## config.mk

```make
export PLATFORM = sky130hd
export DESIGN_NAME = sparse_row_scheduler_flat
export DESIGN_NICKNAME = d
export VERILOG_FILES = /design/src/rtl/sparse_row_scheduler_pkg.sv /design/src/rtl/sparse_row_scheduler_if.sv /design/src/rtl/sparse_psum_acc.sv /design/src/rtl/sparse_row_scheduler.sv /design/src/flat_wrapper.sv
export SDC_FILE = /design/constraint.sdc
export NUM_CORES = 1
export LEC_CHECK = 0
export ABC_CLOCK_PERIOD_IN_PS = 3400
export CORE_ASPECT_RATIO = 0.75
export CORE_MARGIN = 2
export CORE_UTILIZATION = 49
export DETAILED_ROUTE_END_ITERATION = 10
export PLACE_DENSITY = 0.9
export SKIP_CTS_REPAIR_TIMING = 1
export SYNTH_ARGS = -nofsm -noshare
export SYNTH_HDL_FRONTEND = slang
export SYNTH_SLANG_ARGS = --single-unit
```

## constraint.sdc

```tcl
create_clock -name clk -period 3.4 [get_ports clk]
set_input_delay 0.51 -clock clk [delete_from_list [all_inputs] [get_ports clk]]
set_output_delay 0.51 -clock clk [all_outputs]
set_load 0.02 [all_outputs]
```

## src/rtl/sparse_row_scheduler_pkg.sv

```systemverilog
// rtl/sparse_row_scheduler_pkg.sv - shared widths, types and helpers for the sparse row scheduler
package sparse_row_scheduler_pkg;

  localparam int VAL_W  = 8;
  localparam int IDX_W  = 2;
  localparam int LANES  = 4;
  localparam int PSUM_W = 20;
  // The accumulator must be at least as wide as one PE partial sum.
  localparam int ACC_W  = 32;

  typedef logic signed [VAL_W-1:0] act_elem_t;
  typedef act_elem_t [LANES-1:0] activation_vec_t;

  // Two non-zero weights out of a group of four, each with its lane index.
  typedef struct packed {
    logic signed [VAL_W-1:0] val_1;
    logic [IDX_W-1:0]        idx_1;
    logic signed [VAL_W-1:0] val_0;
    logic [IDX_W-1:0]        idx_0;
  } sparse_packet_t;

  typedef enum logic [2:0] {
    S_IDLE,
    S_RUN,
    S_DRAIN,
    S_OUT,
    S_DONE
  } sched_state_t;

  // Sign-extend a PE partial sum to accumulator width.
  function automatic logic signed [ACC_W-1:0] psum_sext(input logic signed [PSUM_W-1:0] p);
    return ACC_W'(p);
  endfunction

endpackage

```

## src/rtl/sparse_row_scheduler_if.sv

```systemverilog
// rtl/sparse_row_scheduler_if.sv - buffer read ports, PE feed and row result stream
interface sparse_row_scheduler_if #(
  parameter int ADDR_W = 12,
  parameter int ROW_W  = 10
);
  import sparse_row_scheduler_pkg::*;

  logic                     w_rd_en;
  logic [ADDR_W-1:0]        w_rd_addr;
  sparse_packet_t           w_rd_data;
  logic                     act_rd_en;
  logic [ADDR_W-1:0]        act_rd_addr;
  activation_vec_t          act_rd_data;
  logic                     pe_en;
  sparse_packet_t           pe_w;
  activation_vec_t          pe_act;
  logic signed [PSUM_W-1:0] pe_psum;
  logic                     out_valid;
  logic                     out_ready;
  logic signed [ACC_W-1:0]  out_data;
  logic [ROW_W-1:0]         out_row;

  modport master (
    output w_rd_en, w_rd_addr, act_rd_en, act_rd_addr,
    output pe_en, pe_w, pe_act,
    output out_valid, out_data, out_row,
    input  w_rd_data, act_rd_data, pe_psum, out_ready
  );

  modport slave (
    input  w_rd_en, w_rd_addr, act_rd_en, act_rd_addr,
    input  pe_en, pe_w, pe_act,
    input  out_valid, out_data, out_row,
    output w_rd_data, act_rd_data, pe_psum, out_ready
  );

endinterface

```

## src/rtl/sparse_psum_acc.sv

```systemverilog
// rtl/sparse_psum_acc.sv - two-stage valid/first tag pipeline and row accumulator
module sparse_psum_acc
  import sparse_row_scheduler_pkg::*;
(
  input  logic                     clk,
  input  logic                     rst_n,
  input  logic                     i_abort,
  input  logic                     i_rd_strobe,
  input  logic                     i_first,
  input  logic signed [PSUM_W-1:0] i_psum,
  output logic                     o_v1,
  output logic signed [ACC_W-1:0]  o_acc
);

  logic r_v1;
  logic r_v1_first;
  logic r_v2;
  logic r_v2_first;
  logic signed [ACC_W-1:0] r_acc;

  // Track which cycles carry PE input (v1) and PE output (v2); abort drops in-flight work.
  always_ff @(posedge clk or negedge rst_n) begin
    if (!rst_n) begin
      r_v1       <= 1'b0;
      r_v1_first <= 1'b0;
      r_v2       <= 1'b0;
      r_v2_first <= 1'b0;
    end else if (i_abort) begin
      r_v1       <= 1'b0;
      r_v1_first <= 1'b0;
      r_v2       <= 1'b0;
      r_v2_first <= 1'b0;
    end else begin
      r_v1       <= i_rd_strobe;
      r_v1_first <= i_rd_strobe & i_first;
      r_v2       <= r_v1;
      r_v2_first <= r_v1_first;
    end
  end

  // Accumulate valid partial sums; the first packet of a row restarts the sum.
  always_ff @(posedge clk or negedge rst_n) begin
    if (!rst_n) begin
      r_acc <= '0;
    end else if (i_abort) begin
      r_acc <= '0;
    end else if (r_v2) begin
      if (r_v2_first) begin
        r_acc <= psum_sext(i_psum);
      end else begin
        r_acc <= r_acc + psum_sext(i_psum);
      end
    end
  end

  assign o_v1  = r_v1;
  assign o_acc = r_acc;

endmodule

```

## src/rtl/sparse_row_scheduler.sv

```systemverilog
// rtl/sparse_row_scheduler.sv - row-at-a-time sequencer feeding one sparse PE
module sparse_row_scheduler
  import sparse_row_scheduler_pkg::*;
#(
  parameter int ADDR_W = 12,
  parameter int ROW_W  = 10,
  parameter int PKT_W  = 8
) (
  input  logic                   clk,
  input  logic                   rst_n,
  input  logic                   i_start,
  input  logic                   i_abort,
  input  logic [ROW_W-1:0]       i_cfg_rows,
  input  logic [PKT_W-1:0]       i_cfg_pkts,
  input  logic [ADDR_W-1:0]      i_cfg_w_base,
  input  logic [ADDR_W-1:0]      i_cfg_a_base,
  sparse_row_scheduler_if.master bus,
  output logic                   o_busy,
  output logic                   o_done
);

  sched_state_t r_state;
  sched_state_t w_state_next;

  logic [ROW_W-1:0]  r_rows;
  logic [PKT_W-1:0]  r_pkts;
  logic [ADDR_W-1:0] r_a_base;
  logic [ADDR_W-1:0] r_w_addr;
  logic [ROW_W-1:0]  r_row;
  logic [PKT_W-1:0]  r_pkt;
  logic              r_drain;

  logic                    w_rd_en;
  logic                    w_first;
  logic                    w_last_pkt;
  logic                    w_last_row;
  logic                    w_pkts_zero;
  logic                    w_v1;
  logic signed [ACC_W-1:0] w_acc;

  assign w_last_pkt  = (r_pkt == r_pkts - PKT_W'(1));
  assign w_last_row  = (r_row == r_rows - ROW_W'(1));
  assign w_pkts_zero = (r_pkts == '0);
  assign w_first     = w_rd_en && (r_pkt == '0);

  sparse_psum_acc u_acc (
    .clk         (clk),
    .rst_n       (rst_n),
    .i_abort     (i_abort),
    .i_rd_strobe (w_rd_en),
    .i_first     (w_first),
    .i_psum      (bus.pe_psum),
    .o_v1        (w_v1),
    .o_acc       (w_acc)
  );

  // State register.
  always_ff @(posedge clk or negedge rst_n) begin
    if (!rst_n) begin
      r_state <= S_IDLE;
    end else begin
      r_state <= w_state_next;
    end
  end

  // Next-state decode; abort overrides everything.
  always_comb begin
    w_state_next = r_state;
    if (i_abort) begin
      w_state_next = S_IDLE;
    end else begin
      case (r_state)
        S_IDLE: begin
          if (i_start) begin
            if (i_cfg_rows == '0) begin
              w_state_next = S_DONE;
            end else if (i_cfg_pkts == '0) begin
              w_state_next = S_OUT;
            end else begin
              w_state_next = S_RUN;
            end
          end
        end
        S_RUN: begin
          if (w_last_pkt) begin
            w_state_next = S_DRAIN;
          end
        end
        S_DRAIN: begin
          if (r_drain) begin
            w_state_next = S_OUT;
          end
        end
        S_OUT: begin
          if (bus.out_ready) begin
            if (w_last_row) begin
              w_state_next = S_DONE;
            end else if (w_pkts_zero) begin
              w_state_next = S_OUT;
            end else begin
              w_state_next = S_RUN;
            end
          end
        end
        S_DONE: begin
          w_state_next = S_IDLE;
        end
        default: begin
          w_state_next = S_IDLE;
        end
      endcase
    end
  end

  // Output decode; everything not owned by the current state is forced to zero.
  always_comb begin
    w_rd_en         = (r_state == S_RUN);
    bus.w_rd_en     = w_rd_en;
    bus.act_rd_en   = w_rd_en;
    bus.w_rd_addr   = w_rd_en ? r_w_addr : '0;
    bus.act_rd_addr = w_rd_en ? (r_a_base + ADDR_W'(r_pkt)) : '0;
    bus.pe_en       = w_v1;
    bus.pe_w        = w_v1 ? bus.w_rd_data : '0;
    bus.pe_act      = w_v1 ? bus.act_rd_data : '0;
    bus.out_valid   = (r_state == S_OUT);
    bus.out_data    = ((r_state == S_OUT) && !w_pkts_zero) ? w_acc : '0;
    bus.out_row     = (r_state == S_OUT) ? r_row : '0;
    o_busy          = (r_state != S_IDLE);
    o_done          = (r_state == S_DONE);
  end

  // Job configuration, packet/row counters and the running weight address.
  always_ff @(posedge clk or negedge rst_n) begin
    if (!rst_n) begin
      r_rows   <= '0;
      r_pkts   <= '0;
      r_a_base <= '0;
      r_w_addr <= '0;
      r_row    <= '0;
      r_pkt    <= '0;
      r_drain  <= 1'b0;
    end else if (i_abort) begin
      r_row   <= '0;
      r_pkt   <= '0;
      r_drain <= 1'b0;
    end else begin
      case (r_state)
        S_IDLE: begin
          if (i_start) begin
            r_rows   <= i_cfg_rows;
            r_pkts   <= i_cfg_pkts;
            r_a_base <= i_cfg_a_base;
            r_w_addr <= i_cfg_w_base;
            r_row    <= '0;
            r_pkt    <= '0;
            r_drain  <= 1'b0;
          end
        end
        S_RUN: begin
          r_w_addr <= r_w_addr + ADDR_W'(1);
          r_pkt    <= w_last_pkt ? '0 : (r_pkt + PKT_W'(1));
        end
        S_DRAIN: begin
          r_drain <= ~r_drain;
        end
        S_OUT: begin
          if (bus.out_ready && !w_last_row) begin
            r_row <= r_row + ROW_W'(1);
          end
        end
        default: begin
        end
      endcase
    end
  end

endmodule

```

## src/flat_wrapper.sv

```systemverilog
// flat-port wrapper written by rule: the top's interface ports become plain ports
module sparse_row_scheduler_flat import sparse_row_scheduler_pkg::*;
#(
  parameter int ADDR_W = 12,
  parameter int ROW_W  = 10,
  parameter int PKT_W  = 8
)
  (clk, rst_n, i_start, i_abort, i_cfg_rows, i_cfg_pkts, i_cfg_w_base, i_cfg_a_base, o_busy, o_done, bus_w_rd_en, bus_w_rd_addr, bus_act_rd_en, bus_act_rd_addr, bus_pe_en, bus_pe_w, bus_pe_act, bus_out_valid, bus_out_data, bus_out_row, bus_w_rd_data, bus_act_rd_data, bus_pe_psum, bus_out_ready);
  sparse_row_scheduler_if #(.ADDR_W(ADDR_W), .ROW_W(ROW_W)) bus_i ();
  input  logic clk;
  input  logic rst_n;
  input  logic i_start;
  input  logic i_abort;
  input  logic [ROW_W-1:0] i_cfg_rows;
  input  logic [PKT_W-1:0] i_cfg_pkts;
  input  logic [ADDR_W-1:0] i_cfg_w_base;
  input  logic [ADDR_W-1:0] i_cfg_a_base;
  output logic o_busy;
  output logic o_done;
  output wire logic [$bits(bus_i.w_rd_en)-1:0] bus_w_rd_en;
  output wire logic [$bits(bus_i.w_rd_addr)-1:0] bus_w_rd_addr;
  output wire logic [$bits(bus_i.act_rd_en)-1:0] bus_act_rd_en;
  output wire logic [$bits(bus_i.act_rd_addr)-1:0] bus_act_rd_addr;
  output wire logic [$bits(bus_i.pe_en)-1:0] bus_pe_en;
  output wire logic [$bits(bus_i.pe_w)-1:0] bus_pe_w;
  output wire logic [$bits(bus_i.pe_act)-1:0] bus_pe_act;
  output wire logic [$bits(bus_i.out_valid)-1:0] bus_out_valid;
  output wire logic [$bits(bus_i.out_data)-1:0] bus_out_data;
  output wire logic [$bits(bus_i.out_row)-1:0] bus_out_row;
  input wire logic [$bits(bus_i.w_rd_data)-1:0] bus_w_rd_data;
  input wire logic [$bits(bus_i.act_rd_data)-1:0] bus_act_rd_data;
  input wire logic [$bits(bus_i.pe_psum)-1:0] bus_pe_psum;
  input wire logic [$bits(bus_i.out_ready)-1:0] bus_out_ready;
  assign bus_w_rd_en = bus_i.w_rd_en;
  assign bus_w_rd_addr = bus_i.w_rd_addr;
  assign bus_act_rd_en = bus_i.act_rd_en;
  assign bus_act_rd_addr = bus_i.act_rd_addr;
  assign bus_pe_en = bus_i.pe_en;
  assign bus_pe_w = bus_i.pe_w;
  assign bus_pe_act = bus_i.pe_act;
  assign bus_out_valid = bus_i.out_valid;
  assign bus_out_data = bus_i.out_data;
  assign bus_out_row = bus_i.out_row;
  assign bus_i.w_rd_data = bus_w_rd_data;
  assign bus_i.act_rd_data = bus_act_rd_data;
  assign bus_i.pe_psum = bus_pe_psum;
  assign bus_i.out_ready = bus_out_ready;
  sparse_row_scheduler #(.ADDR_W(ADDR_W), .ROW_W(ROW_W), .PKT_W(PKT_W)) u_core (.clk(clk), .rst_n(rst_n), .i_start(i_start), .i_abort(i_abort), .i_cfg_rows(i_cfg_rows), .i_cfg_pkts(i_cfg_pkts), .i_cfg_w_base(i_cfg_w_base), .i_cfg_a_base(i_cfg_a_base), .bus(bus_i), .o_busy(o_busy), .o_done(o_done));
endmodule
```

==> reports/results.txt <==
CP Cell Sequence: ha_1 > fa_2 > a21o_1 > a21oi_2 > nor2b_1 > o21a_1 > o41a_1 > nand3_1 > xor2_1 > nor2_1 > clkbuf_2
Post-synth cell types: 78
# diodes: 0
Drt total wl: 23.8 mm
Fin. max-slew vios: 0
Root Buffer: clkbuf_16
Synth warn: 0
Crit. End Element: output pin
Most frequent cell after synthesis: and2_1
Initial antenna violation count: 0
Die H: 115 um
Min Tclk post-route: 3.30 ns
Clock Tree Buf Depth: 2
Required time of the critical path: 2.89 ns
Yosys top cell by area: dfrtp_1
Main synth FF type: dfrtp_1
Post-synth EDFFs: 0
Clk sink count: 100
Syn nets: 1114
Largest delay share family, worst path: compound AO/OA/AOI/OAI gates
Total die area: 17500 um2
Starting DRT DRC Count: 656
Avg Inst Size Synth: 8.50 um2
# setup viols final: 0
CTS Buf Count: 9
Fin. Hold Viols: 0
Drt pass-1 iters: 7
Core region area: 16100 um2
Arrival @ worst endpoint: 2.79 ns
Critical path's slowest cell: dfrtp_1
IO buf count: 242
Synthesized area: 8060 um2
Dpl ws: -0.0334 ns
Slew HR: 13.1%
H-tree depth: 3
Setup ws final: 0.0953 ns
Status: finished, final reports clean
P&R area growth vs syn: 38.4%
First-pass GRT wire length: 38.3 mm
Flops & latches, synth: 100
Peak VDD IR: 339 uV
Leading cell types by total area after synthesis: dfrtp_1 31%, and2_1 7.8%, ha_1 7.0%
Crit path buffers/inverters: 1
Worst Tran Pin Value: 1.30 ns
Drc violations: 0
Placed cells: 1380
Final ANT Viol Nets: 0
Fmax: 303 MHz
CP max stage delay: 0.40 ns
Static leakage power: 4.88 nW
Via Count: 8037
Initial core utilization: 50.2%
Detailed Place HPWL: 17.7 mm
Vias per cell: 5.76
Clock Skews: 0.00851 ns
Non-filler cells, final: 1396
RePlAce Congestion: 0.916
Top-area cell type share of the netlist area: 31.0%
Top cells by count, synth: 101 x and2_1, 100 x dfrtp_1, 82 x nor2_1
Worst setup SP type: flop
HP Class: primary input to async pin
Critical path peak fanout: 2
Worst-Skew Late Latency: 0.36 ns
Gate Count Post-Synth: 948
Largest net degree at the start of global routing: 101
Wire length per cell: 17.0 um
CTS tree: built
Gr ovfl total: 0
Fraction of layout cells with a size suffix above 1: 9.44%
Worst Setup Path Type: flop to output pin
Vias in the first global route: 7735
GRT Util Overall: 26.5%
Clk pin slew, worst setup/hold paths: 0.07 ns
# nets final: 1347
Row count: 40
Die X: 152 um
# IOs: 243
MaxCap Viol Count: 0
Pwr Density: 511 nW/um2
Asr flop ratio synth: 100%
Post-route clock period utilization: 97.2%
Register area share after synthesis: 31.0%
-- layout by cell type, fill, tap and decap left out, types with 25 or more instances in the layout --
cell             Yosys  routed
a21oi_1             70      69
and2_1             101     101
and3_1              31      31
buf_4                1      34
clkdlybuf4s50_1      0     234
dfrtp_1            100     100
ha_1                45      45
mux2_2              33      33
nand2_1             60      59
nand3_1             25      25
nor2_1              82      82
o21ai_0             41      40
xnor2_1             31      31
xor2_1              33      33
-- where the power goes --
| part | leakage [nW] | switching [mW] | internal [mW] |
|---|---|---|---|
| Sequential | 1.28 | 0.338 | 1.49 |
| Clock | 0.142 | 0.490 | 0.597 |
| Combinational | 3.46 | 1.46 | 1.32 |
-- flip-flops by register name (all words and copies together) (netlist names) --
| signal | cells |
|---|---|
| u_core.u_acc.o_acc | 32 |
| u_core.r_a_base | 12 |
| u_core.r_w_addr | 12 |
| u_core.r_row | 10 |
| u_core.r_rows | 10 |
| u_core.r_pkt | 8 |
| u_core.r_pkts | 8 |
| u_core.r_state | 3 |
| u_core.r_drain | 1 |
| u_core.u_acc.o_v1 | 1 |
| u_core.u_acc.r_v1_first | 1 |
| u_core.u_acc.r_v2 | 1 |
| u_core.u_acc.r_v2_first | 1 |
-- worst reg2reg max path, cell delays in order (launching register included) --
cell and delay, ns:
dfrtp_1 0.38, ha_1 0.21, inv_1 0.07, fa_1 0.37, nand2b_1 0.18, a21oi_1 0.16, nand2b_1 0.21, a221oi_4 0.12
o41ai_4 0.47, o31ai_2 0.10, xnor2_1 0.13, a221o_1 0.34
-- routing by layer --
metal	part of all wire, %	vias up	track usage [%]
li1	-	3870	-
met3	6.3	23	5.28
met4	1.2	0	5.86
met2	46	296	43.0
met1	46	3848	37.0
met5	0	-	0
-- path summary, 6_finish.rpt --
path	from	endpoint	slack (ns)	cells past startpoint
hold / removal	rst_n	u_core.u_acc.o_acc[21]$_DFFE_PN0P_	0.20	2
min in group clk	u_core.u_acc.r_v1_first$_DFF_PN0_	u_core.u_acc.r_v2_first$_DFF_PN0_	0.48	1
setup reg to reg	u_core.u_acc.o_acc[0]$_DFFE_PN0P_	u_core.u_acc.o_acc[24]$_DFFE_PN0P_	0.55	11
hold reg to reg	u_core.u_acc.r_v1_first$_DFF_PN0_	u_core.u_acc.r_v2_first$_DFF_PN0_	0.48	1
setup / recovery	u_core.r_a_base[0]$_DFFE_PN0P_	bus_act_rd_addr[10]	0.1	11
max in group asynchronous	rst_n	u_core.r_a_base[5]$_DFFE_PN0P_	2.76	2
-- cell type report --
| class | count | area (um2) |
|---|---|---|
| Tap cell | 210 | 263 |
| Clock buffer | 10 | 239 |
| Multi-Input combinational cell | 771 | 5290 |
| Sequential cell | 100 | 2500 |
| Inverter | 23 | 86.3 |
| Fill cell | 1221 | 4910 |
| Timing Repair Buffer | 276 | 2710 |
| Clock inverter | 6 | 70.1 |
-- per-stage QoR --
stage / utilization, % / hold WS, ns / total power [mW] / area (um2) / setup TNS, ns
3_5_place_dp: 67.3 / 0.467 / 4.56 / 10800 / -0.0428
3_3_place_gp: 67.3 / 0.464 / 4.46 / 10800 / 0
6_report: 69.4 / 0.197 / 5.69 / 11200 / 0
5_1_grt: 69.4 / 0.254 / 6.07 / 11200 / -0.0118
2_1_floorplan: - / 0.214 / 3.54 / 8060 / 0
4_1_cts: 69.2 / 0.239 / 5.67 / 11100 / -1.74
-- cells by family (layout without fill, tap and decap cells) --
logic type | count (synthesis) | in the layout | share of synthesized area [%]
AOI/OAI and AO/OA | 236 | 236 | 19.8
xor gates and xnor gates | 64 | 64 | 6.95
adders and majority gates | 47 | 47 | 7.48
buffers and inverters | 77 | 315 | 3.76
DFF | 100 | 100 | 31.0
muxes | 38 | 38 | 5.23
and+or+nand+nor | 386 | 386 | 25.7
Note: power is estimated with default switching activity, not from simulation.
